## src/rtl/pma_pkg.sv

```systemverilog
// rtl/pma_pkg.sv - shared types and helpers for the PMA transmit serializer
package pma_pkg;

    typedef enum logic {
        S_EIDLE  = 1'b0,
        S_ACTIVE = 1'b1
    } tx_state_t;

    // Widest supported symbol; reverse_bits works on words padded to this width.
    localparam int MAX_WIDTH = 40;

    // Ceiling log2, used to size the bit counter.
    function automatic int clog2(input int value);
        int r;
        r = 0;
        for (int i = 0; i < 31; i++) begin
            if ((1 << i) < value) begin
                r = i + 1;
            end
        end
        return r;
    endfunction

    // Mirror the low 'width' bits of a word so MSB-first symbols shift out LSB-first.
    function automatic logic [MAX_WIDTH-1:0] reverse_bits(input logic [MAX_WIDTH-1:0] word,
                                                         input int width);
        logic [MAX_WIDTH-1:0] r;
        r = '0;
        for (int i = 0; i < MAX_WIDTH; i++) begin
            if (i < width) begin
                r[i] = word[width-1-i];
            end
        end
        return r;
    endfunction

endpackage

```

## src/rtl/pma_tx_shift_core.sv

```systemverilog
// rtl/pma_tx_shift_core.sv - symbol bit counter and output shift register
module pma_tx_shift_core
    import pma_pkg::*;
#(
    parameter int DATA_WIDTH = 10
) (
    input  logic                  clk_i,
    input  logic                  rst_ni,
    input  logic                  active_i,
    input  logic                  load_i,
    input  logic [DATA_WIDTH-1:0] load_word_i,
    output logic                  boundary_o,
    output logic                  serial_bit_o
);

    localparam int CW = clog2(DATA_WIDTH);
    localparam logic [CW-1:0] LAST_BIT = CW'(DATA_WIDTH - 1);

    logic [CW-1:0]         bit_cnt_q, bit_cnt_d;
    logic [DATA_WIDTH-1:0] shifter_q, shifter_d;

    assign boundary_o   = (bit_cnt_q == LAST_BIT);
    assign serial_bit_o = shifter_q[0];

    // Load restarts the symbol; while active, advance one bit per clock and wrap at the boundary.
    always_comb begin
        bit_cnt_d = bit_cnt_q;
        shifter_d = shifter_q;
        if (load_i) begin
            bit_cnt_d = '0;
            shifter_d = load_word_i;
        end else if (active_i) begin
            bit_cnt_d = boundary_o ? '0 : bit_cnt_q + 1'b1;
            shifter_d = shifter_q >> 1;
        end else begin
            bit_cnt_d = '0;
        end
    end

    // Counter and shifter registers.
    always_ff @(posedge clk_i) begin
        if (!rst_ni) begin
            bit_cnt_q <= '0;
            shifter_q <= '0;
        end else begin
            bit_cnt_q <= bit_cnt_d;
            shifter_q <= shifter_d;
        end
    end

endmodule

```

## src/rtl/pma_tx_serializer.sv

```systemverilog
// rtl/pma_tx_serializer.sv - PMA transmit serializer top: FSM, hold register, handshake, output gating
module pma_tx_serializer
    import pma_pkg::*;
#(
    parameter int DATA_WIDTH = 10,
    parameter bit LSB_FIRST  = 1'b1
) (
    input  logic                  Bit_Rate_Clk,
    input  logic                  Rst_n,
    input  logic [DATA_WIDTH-1:0] Data_in,
    input  logic                  MAC_Data_En,
    output logic                  Data_Ready,
    input  logic [DATA_WIDTH-1:0] Idle_Sym,
    input  logic                  Tx_En,
    input  logic                  Polarity_Inv,
    output logic                  TX_Out_P,
    output logic                  TX_Out_N,
    output logic                  Sym_Strobe,
    output logic                  Underrun
);

    tx_state_t             state_q, state_d;
    logic [DATA_WIDTH-1:0] hold_q, hold_d;
    logic                  hold_vld_q, hold_vld_d;
    logic                  strobe_q, underrun_q;

    logic                  active;
    logic                  boundary;
    logic                  serial_bit;
    logic                  load;
    logic                  data_write;
    logic [DATA_WIDTH-1:0] sel_word;
    logic [MAX_WIDTH-1:0]  rev_word;
    logic [DATA_WIDTH-1:0] load_word;
    logic                  line_bit;

    assign active = (state_q == S_ACTIVE);

    // A symbol is loaded on entry from idle or at each symbol boundary while transmit stays enabled.
    assign load       = Tx_En & ((state_q == S_EIDLE) | boundary);
    assign Data_Ready = Rst_n & (~hold_vld_q | load);
    assign data_write = MAC_Data_En & Data_Ready;

    // Underrun substitutes the idle symbol; MSB-first symbols are mirrored once here at load.
    assign sel_word  = hold_vld_q ? hold_q : Idle_Sym;
    assign rev_word  = reverse_bits(MAX_WIDTH'(sel_word), DATA_WIDTH);
    assign load_word = LSB_FIRST ? sel_word : rev_word[DATA_WIDTH-1:0];

    pma_tx_shift_core #(
        .DATA_WIDTH (DATA_WIDTH)
    ) u_shift_core (
        .clk_i        (Bit_Rate_Clk),
        .rst_ni       (Rst_n),
        .active_i     (active),
        .load_i       (load),
        .load_word_i  (load_word),
        .boundary_o   (boundary),
        .serial_bit_o (serial_bit)
    );

    // Both legs are held low in electrical idle; otherwise a polarity-adjusted differential pair.
    assign line_bit   = serial_bit ^ Polarity_Inv;
    assign TX_Out_P   = active & line_bit;
    assign TX_Out_N   = active & ~line_bit;
    assign Sym_Strobe = strobe_q;
    assign Underrun   = underrun_q;

    // Next state: leave idle when enabled, return to idle only at a symbol boundary.
    always_comb begin
        state_d = state_q;
        case (state_q)
            S_EIDLE:  if (Tx_En) state_d = S_ACTIVE;
            S_ACTIVE: if (boundary && !Tx_En) state_d = S_EIDLE;
            default:  state_d = S_EIDLE;
        endcase
    end

    // Hold register: a new write wins over the consume that happens on the same edge.
    always_comb begin
        hold_d     = hold_q;
        hold_vld_d = hold_vld_q;
        if (data_write) begin
            hold_d     = Data_in;
            hold_vld_d = 1'b1;
        end else if (load) begin
            hold_vld_d = 1'b0;
        end
    end

    // State, hold and strobe registers.
    always_ff @(posedge Bit_Rate_Clk) begin
        if (!Rst_n) begin
            state_q    <= S_EIDLE;
            hold_q     <= '0;
            hold_vld_q <= 1'b0;
            strobe_q   <= 1'b0;
            underrun_q <= 1'b0;
        end else begin
            state_q    <= state_d;
            hold_q     <= hold_d;
            hold_vld_q <= hold_vld_d;
            strobe_q   <= load;
            underrun_q <= load & ~hold_vld_q;
        end
    end

endmodule

```

## config.mk

```make
export PLATFORM = sky130hd
export DESIGN_NAME = pma_tx_serializer
export DESIGN_NICKNAME = d
export VERILOG_FILES = /design/src/rtl/pma_pkg.sv /design/src/rtl/pma_tx_shift_core.sv /design/src/rtl/pma_tx_serializer.sv
export SDC_FILE = /design/constraint.sdc
export NUM_CORES = 1
export LEC_CHECK = 0
export BUFFER_PORTS_ARGS = -buffer_cell sky130_fd_sc_hd__buf_2
export CAP_MARGIN = 20
export CORE_MARGIN = 2
export CORE_UTILIZATION = 52
export CTS_CLUSTER_SIZE = 14
export DETAILED_ROUTE_END_ITERATION = 12
export PLACE_DENSITY = 0.77
export SYNTH_ARGS = -nofsm -noshare
export SYNTH_HDL_FRONTEND = slang
export SYNTH_SLANG_ARGS = --single-unit
```

## constraint.sdc

```tcl
create_clock -name Bit_Rate_Clk -period 1.45 [get_ports Bit_Rate_Clk]
set_input_delay 0.145 -clock Bit_Rate_Clk [delete_from_list [all_inputs] [get_ports Bit_Rate_Clk]]
set_output_delay 0.145 -clock Bit_Rate_Clk [all_outputs]
set_load 0.01 [all_outputs]
```

==> results of run 1 <==
==> Yosys cell counts, drive strengths merged <==
cell type / instances / area, sq um
a21boi: 1 / 7.510
a21o: 1 / 7.510
a31oi: 1 / 6.260
and2: 2 / 12.51
and4b: 1 / 10.01
buf: 7 / 50.05
clkbuf: 5 / 18.77
dfxtp: 28 / 560.5
ha: 2 / 25.02
inv: 3 / 11.26
mux2: 9 / 101.4
mux2i: 11 / 110.1
nand2: 40 / 150.1
nand2b: 1 / 6.260
nand3: 3 / 15.01
nand3b: 1 / 7.510
nand4: 9 / 56.30
nand4b: 1 / 8.760
nor2: 6 / 25.03
nor2b: 2 / 12.51
o211ai: 2 / 15.01
o21a: 1 / 7.510
o221ai: 8 / 70.07
o22ai: 1 / 6.260
or2: 1 / 6.260
xnor2: 2 / 17.52
xor2: 1 / 8.760
==> path summary, 6_finish.rpt <==
| kind | from | endpoint | slack (ns) | cells past startpoint |
|---|---|---|---|---|
| worst max-delay path | u_shift_core.bit_cnt_q[1] | Data_Ready | -0.06 | 6 |
| worst min-delay path | Data_in[6] | hold_q[6] | 0.06 | 3 |
| worst max register to register | u_shift_core.bit_cnt_q[1] | hold_q[4] | 0.02 | 7 |
| worst min register to register | hold_q[2] | hold_q[2] | 0.47 | 2 |
==> worst min-delay path, stage by stage <==
cell and delay, ns:
buf_2 0.10, nand2_1 0.05, mux2i_1 0.05
==> state kept, by name (all words and copies together), names as in the netlist <==
| signal | count |
|---|---|
| hold_q | 10 |
| hold_vld_q | 1 |
| Underrun | 1 |
| u_shift_core.bit_cnt_q | 4 |
| active | 1 |
| u_shift_core.shifter_q | 10 |
| Sym_Strobe | 1 |
==> kinds of logic after synthesis <==
| logic type | count (synthesis) |
|---|---|
| buf+inv | 15 |
| compound gates | 15 |
| xor+xnor | 3 |
| mux | 20 |
| fa+ha+maj | 2 |
| flops | 28 |
| simple gates | 67 |
==> per-layer routing <==
metal  vias up  global-route usage (%)  share of wire, %
met5         -                       0                 0
met4         0                   6.250              0.88
met3         4                   2.459               4.1
met2        27                   30.36                48
met1       537                   27.27                47
li1        589                       -                 -
==> layout make-up <==
type / count / share of cell area [%]
Sequential cell: 28 / 34.56
Inverter: 3 / 0.6912
Tap cell: 30 / 2.304
Multi-Input combinational cell: 107 / 45.39
Timing Repair Buffer: 41 / 15.67
Clock buffer: 3 / 1.382
==> per-stage QoR <==
stage / instances / setup TNS (ns) / utilization, % / hold slack (ns) / setup WS, ns
2_1_floorplan: 150 / 0 / - / 0.2705 / 0.2026
3_3_place_gp: 205 / 0 / 61.93 / 0.3925 / 0.08154
3_5_place_dp: 205 / 0 / 61.93 / 0.4034 / 0.01668
4_1_cts: 211 / -0.05724 / 64.78 / 0.04189 / -0.05724
5_1_grt: 212 / -0.5706 / 66.36 / 0.04298 / -0.1567
6_report: 212 / -0.05597 / 66.36 / 0.05669 / -0.05597
==> what timing repair did <==
action | 4_1_cts | 5_1_grt
endpoints found under the setup margin | 8 | 19
hold buffers | 0 | 0
setup buffers | 3 | 2
resized for setup | 7 | 6
pin swaps | 2 | 4
==> power breakdown <==
part | switching [mW] | internal (mW) | total [mW]
logic | 0.135 | 0.137 | 0.272
clock network | 0.212 | 0.0973 | 0.310
registers | 0.0257 | 0.815 | 0.840
total | 0.373 | 1.05 | 1.42
==> reports/metrics.yaml, run 1 <==
grt_pass1_wl_mm: 4.160
clk_path_buf_depth: 2
synth_cells: 150
power_mw: 1.422
path_cells: "inv_2 > ha_4 > nand4b_1 > nand3_1 > and2_1 > buf_2"
multi_input_area_sq_um: 739.5
ff_latch_area_sq_um: 563.0
power.density_mw_per_mm2: 872.7
synthSimpleGateAreaFrac_pct: 23.26
post_drt_wl_per_cell_um: 12.82
cts_made_buffers: 3
avgSynthCellArea_sq_um: 8.892
grt_usage_pct: 19.35
core_area_sq_mm: 0.002455
vias: 1157
fin_crit_sh_pct: 103.9
die_w_um: 54.65
cpPeakStageDelay_ns: 0.36
final_cell_area_sq_mm: 0.001629
path_buf_inv: 2
critical_path_class: "flip-flop to output pin"
synth_nets: 177
hpwl_mm: 1.950
worst_pin_slew_ns: 0.3165
setup_viol: 1
setup_slack_ns: -0.05597
cp.required_ns: 1.31
end_kind: "output pin"
antenna_found_initial: 0
synth_area_sq_mm: 0.001334
finClkSkew_ns: 0.003034
synth_top_family_by_area: "simple AND/OR/NAND/NOR gates"
mostFrequentLayoutCell: "nand2_1"
cts_sinks: 28
drt_iter0_drc: 30
cts_tree: "built"
drc: 0
peakVddDrop_mv: 0.7122
io_buffers: 29
synth_xor_area_share_pct: 1.970
critical_path.top_delay_family: "flip-flops"
grt_setup_unrepaired: "yes"
place_congestion: 0.7024
die_h_um: 54.65
outcome: "complete, but fails checks"
ant_nets: 0
power.leakage_nw: 0.6868
fmax_mhz: 664.0
cp.arrival_ns: 1.36
slew_headroom_pct: 78.90
vias_per_cell: 5.458
final.min_clock_period_ns: 1.506
finalHoldViolCount: 0
synth_compound_area_share_pct: 9.006
drive_gt1_share_pct: 34.62
ys_ff_latch: 28
final_cell_mix: "40 x nand2_1, 29 x buf_2, 26 x dfxtp_1"
path_max_fanout: 2
wl_mm: 2.717
seq_area_frac_synth_pct: 42.03
hp-class: "input pin to flip-flop"
critPathSlowestCell: "dfxtp_2"
synth.area.mux_share_pct: 15.85
grt_max_degree: 25
pin_count: 30
path_clk_slew_ns: 0.14
violations: "setup timing"
synthAdderAreaFrac_pct: 1.876
clk_latency_ns: 0.32
place_area_sq_mm: 0.001520
maxCapViolCount: 0
grt-ovfl-total: 0
core.rowCount: 18
critPathLaunchType: "flip-flop"
ys_types: 30
fillers: 203
first_global_vias: 956
fin_nets: 211
yosys_warnings: 0
dieArea_sq_mm: 0.002986
syn2layout_area_growth_pct: 22.14
final_max_slew_viol_count: 0
cts_max_level: 1
cts_root_buf: "clkbuf_4"
drt_first_pass_iters: 4
start_util_pct: 54.33
diodes: 0
Note: power is estimated with default switching activity, not from simulation.
==> run 2, diff against run 1 <==
Settings changed: SYNTH_HIERARCHICAL from default to 1.
==> run 2 against run 1 <==
- the flow still finishes with violations (setup timing)
- sequential cell count did not move
- fmax shrank 7.8%
- largest power group unchanged
- first-iteration DRC count rose by 17%
- worst hold slack gained 0.00092 ns
- total power increased by 18%
- critical endpoint unchanged
- critical path type unchanged
- global-route usage up 3.0 points
- die area decreased by 2.3%
- worst setup slack got worse by 0.13 ns
- sequential power increased by 1%
==> reports/metrics.yaml, run 2 <==
core.rowCount: 18
dieArea_sq_mm: 0.002916
end_kind: "output pin"
diodes: 0
slew_headroom_pct: 67.50
io_buffers: 29
final_cells: 204
drt_first_pass_iters: 4
synth_area_leaders: "dfxtp_1 43%, mux2_2 8.7%, mux2i_1 6.9%"
mostFrequentLayoutCell: "buf_2"
final_max_slew_viol_count: 0
ys_types: 28
cts_tree: "built"
hp-class: "input pin to flip-flop"
synth.most_common_cell: "dfxtp_1"
cpPeakStageDelay_ns: 0.37
ctsHoldBuffers: 0
grt_setup_unrepaired: "yes"
holdWs_ns: 0.05761
cts_sinks: 28
maxCapViolCount: 0
peakVddDrop_mv: 0.7184
first_global_vias: 1122
seq_area_frac_synth_pct: 43.12
die_h_um: 54
power_mw: 1.671
hpwl_mm: 1.982
cts_max_level: 1
vias: 1118
critPathLaunchType: "flip-flop"
power.density_mw_per_mm2: 989.7
multi_input_area_sq_um: 737.0
finClkSkew_ns: 0.007906
drc: 0
critPathSlowestCell: "dfxtp_2"
yosys_warnings: 6
synth_commonest_cells: "28 x dfxtp_1, 12 x inv_1, 11 x nand3_1"
top_regs: "hold_q x10, u_shift_core/shifter_q x10, u_shift_core/bit_cnt_q x4"
fin_crit_sh_pct: 112.7
utilization_pct: 69.39
cp.required_ns: 1.31
cp.arrival_ns: 1.49
hold-path-cell-count: 3
worst_pin_slew_ns: 0.4875
outcome: "complete, but fails checks"
post_drt_wl_per_cell_um: 15.01
core_area_sq_mm: 0.002432
fmax_mhz: 612.0
fin_nets: 202
ys_ff_latch: 28
place_congestion: 0.7712
synth_area_sq_mm: 0.001300
grt_pass1_wl_mm: 4.685
syn2layout_area_growth_pct: 29.84
placed_cells: 196
grt-ovfl-total: 0
r2r_cells: 9
cts_root_buf: "clkbuf_4"
critical_path_class: "flip-flop to output pin"
grt_max_degree: 28
setup_viol: 15
final_cell_mix: "29 x buf_2, 25 x dfxtp_1, 11 x inv_1, 11 x nand3_1"
start_util_pct: 53.45
ys.flop_type: "dfxtp_1"
antenna_found_initial: 0
ant_nets: 0
violations: "setup timing"
synth_nets: 162
fin_tns_setup_ns: -0.7703
clk_path_buf_depth: 2
die_w_um: 54
synth_top_area_cell: "dfxtp_1"
fillers: 184
synth_cells: 135
grt_usage_pct: 22.36
path_cells: "inv_2 > ha_4 > nand2_4 > nor2_4 > nand2b_4 > a21boi_2 > nor2b_1 > buf_2"
clk_latency_ns: 0.33
drt_iter0_drc: 35
vias_per_cell: 5.480
synth_edf_count: 0
ff_latch_area_sq_um: 564.3
path_clk_slew_ns: 0.16
finalHoldViolCount: 0
drive_gt1_share_pct: 45.40
path_max_fanout: 3
final.min_clock_period_ns: 1.634
synth_top_area_share_pct: 43.12
pin_count: 30
power.leakage_nw: 0.7056
wl_mm: 3.062
synth-async-reset-ratio_pct: 0
setup_slack_ns: -0.1839
cts_made_buffers: 3
avgSynthCellArea_sq_um: 9.630
run 2: cell count changes after synthesis, sizes merged, moves of 5 or more:
cell,change
nand2,-38
a21oi,+10
inv,+10
o21ai,+10
nand4,-9
o22ai,+9
nand3,+8
o221ai,-7
clkbuf,-5
run 2: cell families (layout without fill, tap and decap cells):
family,Yosys count,after routing,synth area share (%)
AO/OA/AOI/OAI,34,35,17.13
flip-flops,28,28,43.12
AND/OR/NAND/NOR,29,29,12.42
multiplexers,19,19,15.59
adder cells (fa/ha/maj),2,2,1.925
buffers and inverters,20,58,7.795
XOR/XNOR,3,3,2.022
run 2: where the power goes:
group	switching (mW)	internal [mW]	total [mW]
Clock	0.237	0.280	0.516
Sequential	0.0298	0.820	0.850
Combinational	0.153	0.151	0.304
Total	0.420	1.25	1.67
run 2: worst max-delay path, delay by kind of cell (launching register included):
family / cells / cell delay [ns]
and+or+nand+nor: 4 / 0.31
buffers and inverters: 2 / 0.17
DFF: 1 / 0.37
AOI/OAI and AO/OA: 1 / 0.14
adders and majority gates: 1 / 0.16
run 2: per-layer routing:
metal  vias up  GRT usage [%]  wire, um
li1        556              -         -
met1       524          26.46      1297
met2        34          38.82      1602
met3         4          3.333       121
met4         0          11.67        40
met5         -              0         0
run 2: path summary, 6_finish.rpt:
| check | slack, ns | to | from |
|---|---|---|---|
| worst max-delay path | -0.18 | Data_Ready | u_shift_core/bit_cnt_q[1] |
| worst min-delay path | 0.06 | hold_q[2] | Data_in[2] |
| worst max register to register | -0.10 | u_shift_core/bit_cnt_q[2] | u_shift_core/bit_cnt_q[1] |
| worst min register to register | 0.49 | hold_q[7] | hold_q[7] |
run 2: cell type report:
cell class | count | area share [%]
clock inverter | 1 | 1.779
clock buffer | 3 | 1.334
multi-input combinational | 88 | 43.66
tap | 30 | 2.224
timing repair buffer | 41 | 14.38
sequential | 28 | 33.43
inverter | 13 | 3.188
run 2: timing repair:
action                                  in CTS  in global routing
cloned                                       1                  0
endpoints found under the setup margin      26                 28
pin swaps                                    5                  2
gates resized for setup                     12                 18
buffers inserted                             4                  1
run 2: through the flow:
step                instance area [sq um]  setup slack [ns]
CTS                                  1635           -0.1777
global placement                     1500          0.004091
floorplan                            1303          0.006465
global route                         1688           -0.2628
finish                               1688           -0.1839
detailed placement                   1500           -0.1106
==> run 3, diff against run 2 <==
Settings changed: BUFFER_PORTS_ARGS -buffer_cell sky130_fd_sc_hd__buf_2 to -buffer_cell sky130_fd_sc_hd__buf_4, SLEW_MARGIN from default to 10.
==> run 3 against run 2 <==
- wire length is 1.5% higher
- sequential power about the same
- register-to-register slack worse by 0.09 ns
- total power shrank 5.7%
- largest power group unchanged
- clock-buffer cell count rose by 1
- core utilization grew 3.1 points
- critical endpoint unchanged
- the flow still finishes with violations (setup timing)
- critical path depth stayed put
- via count is 4.2% lower
==> reports/metrics.yaml, run 3 (synthesized netlist as in run 2, its figures left out) <==
dieArea_sq_mm: 0.002916
power.density_mw_per_mm2: 892.8
drt_first_pass_iters: 4
cts_tree: "built"
holdWs_ns: 0.07108
drt_iter0_drc: 11
core_area_sq_mm: 0.002432
critPathLaunchType: "flip-flop"
cts_root_buf: "clkbuf_4"
cts_max_level: 1
ant_nets: 0
grt_pass1_wl_mm: 4.243
path_buf_inv: 2
violations: "setup timing"
cts_made_buffers: 3
fmax_mhz: 605.6
mostFrequentLayoutCell: "buf_4"
fillers: 177
cpPeakStageDelay_ns: 0.36
grt_setup_unrepaired: "yes"
final.min_clock_period_ns: 1.651
post_drt_wl_per_cell_um: 15.39
cp.arrival_ns: 1.51
finClkSkew_ns: 0.006867
grt_max_degree: 28
wl_mm: 3.109
final_cell_area_sq_mm: 0.001764
die_w_um: 54
vias: 1071
grt-ovfl-total: 0
place_area_sq_mm: 0.001573
maxCapViolCount: 0
drive_gt1_share_pct: 48.84
peakVddDrop_mv: 0.8847
fin_crit_sh_pct: 113.9
drc: 0
clk_path_buf_depth: 2
critical_path_class: "flip-flop to output pin"
end_kind: "output pin"
setup_viol: 16
slew_headroom_pct: 76.91
core.rowCount: 18
ctsHoldBuffers: 0
cp.required_ns: 1.31
path_max_fanout: 3
critical_path.top_delay_family: "flip-flops"
pin_count: 30
antenna_found_initial: 0
ff_latch_area_sq_um: 564.3
outcome: "complete, but fails checks"
final_max_slew_viol_count: 0
place_congestion: 0.7516
start_util_pct: 53.45
io_buffers: 29
diodes: 0
syn2layout_area_growth_pct: 35.71
top_regs: "hold_q x10, u_shift_core/shifter_q x10, u_shift_core/bit_cnt_q x4"
final_cell_mix: "37 x buf_4, 25 x dfxtp_1, 11 x inv_1, 11 x nand3_1, 10 x mux2_2"
fin_nets: 200
hp-class: "input pin to flip-flop"
critPathSlowestCell: "dfxtp_2"
die_h_um: 54
worst_pin_slew_ns: 0.3459
finalHoldViolCount: 0
grt_usage_pct: 21.17
power.leakage_nw: 0.7168
hpwl_mm: 1.888
vias_per_cell: 5.302
path_cells: "inv_2 > ha_4 > nand2_4 > nor2_4 > nand2b_4 > a21boi_2 > nor2b_1 > buf_4"
setup_slack_ns: -0.2012
cts_sinks: 28
path_clk_slew_ns: 0.15
first_global_vias: 950
clk_latency_ns: 0.33
multi_input_area_sq_um: 769.5
## run 3: layout make-up
| class | count | share of cell area [%] |
|---|---|---|
| repair buffers | 39 | 17.02 |
| well taps | 30 | 2.128 |
| flip-flops and latches | 28 | 31.99 |
| inverters | 13 | 3.191 |
| multi-input cells | 88 | 43.62 |
| clock buffers | 4 | 2.057 |
## run 3: worst reg2reg max path: stages (launching register included)
cell      delay (ns)
dfxtp_2         0.35
inv_2           0.06
ha_4            0.13
nand2_4         0.06
nor2_4          0.13
nand2b_4        0.14
buf_4           0.10
and2_4          0.18
and3b_2         0.25
o21ai_4         0.09
nor2_1          0.06
## run 3: per-stage QoR
stage               util [%]  setup TNS, ns  setup slack, ns  cells  power (mW)
finish                 72.53         -1.636          -0.2012    202       1.575
global route           72.53         -3.087          -0.2821    202       1.639
CTS                    68.11        -0.2979          -0.1737    201       1.525
detailed placement     64.66        -0.4067         -0.05656    196       1.143
global placement       64.66              0         0.005822    196       1.134
floorplan                  -              0         0.006465    135       1.036
## run 3: layer usage
metal / vias to the layer above / wire [um] / global-route usage [%]
met5: - / 0 / 0
met4: 0 / 67 / 12.08
met3: 6 / 157 / 4.444
met2: 37 / 1504 / 34.15
met1: 478 / 1379 / 26.03
li1: 550 / - / -
## run 3: power by group
| part | total [mW] | switching, mW | internal, mW |
|---|---|---|---|
| Clock | 0.380 | 0.227 | 0.154 |
| Combinational | 0.347 | 0.167 | 0.180 |
| Sequential | 0.848 | 0.0277 | 0.820 |
## run 3: timing repair
| item | 4_1_cts | 5_1_grt |
|---|---|---|
| setup endpoints to repair | 25 | 26 |
| buffers inserted | 0 | 1 |
| resized for setup | 9 | 32 |
| pin swaps | 4 | 4 |
| gates cloned | 1 | 0 |
## run 3: worst paths after layout
kind                        startpoint                        end  slack [ns]  cells after the start
min reg2reg                  hold_q[7]                  hold_q[7]        0.48                      2
min                         Data_in[2]                  hold_q[2]        0.07                      3
max reg2reg  u_shift_core/bit_cnt_q[1]  u_shift_core/bit_cnt_q[0]       -0.19                     10
max          u_shift_core/bit_cnt_q[1]                 Data_Ready       -0.20                      8
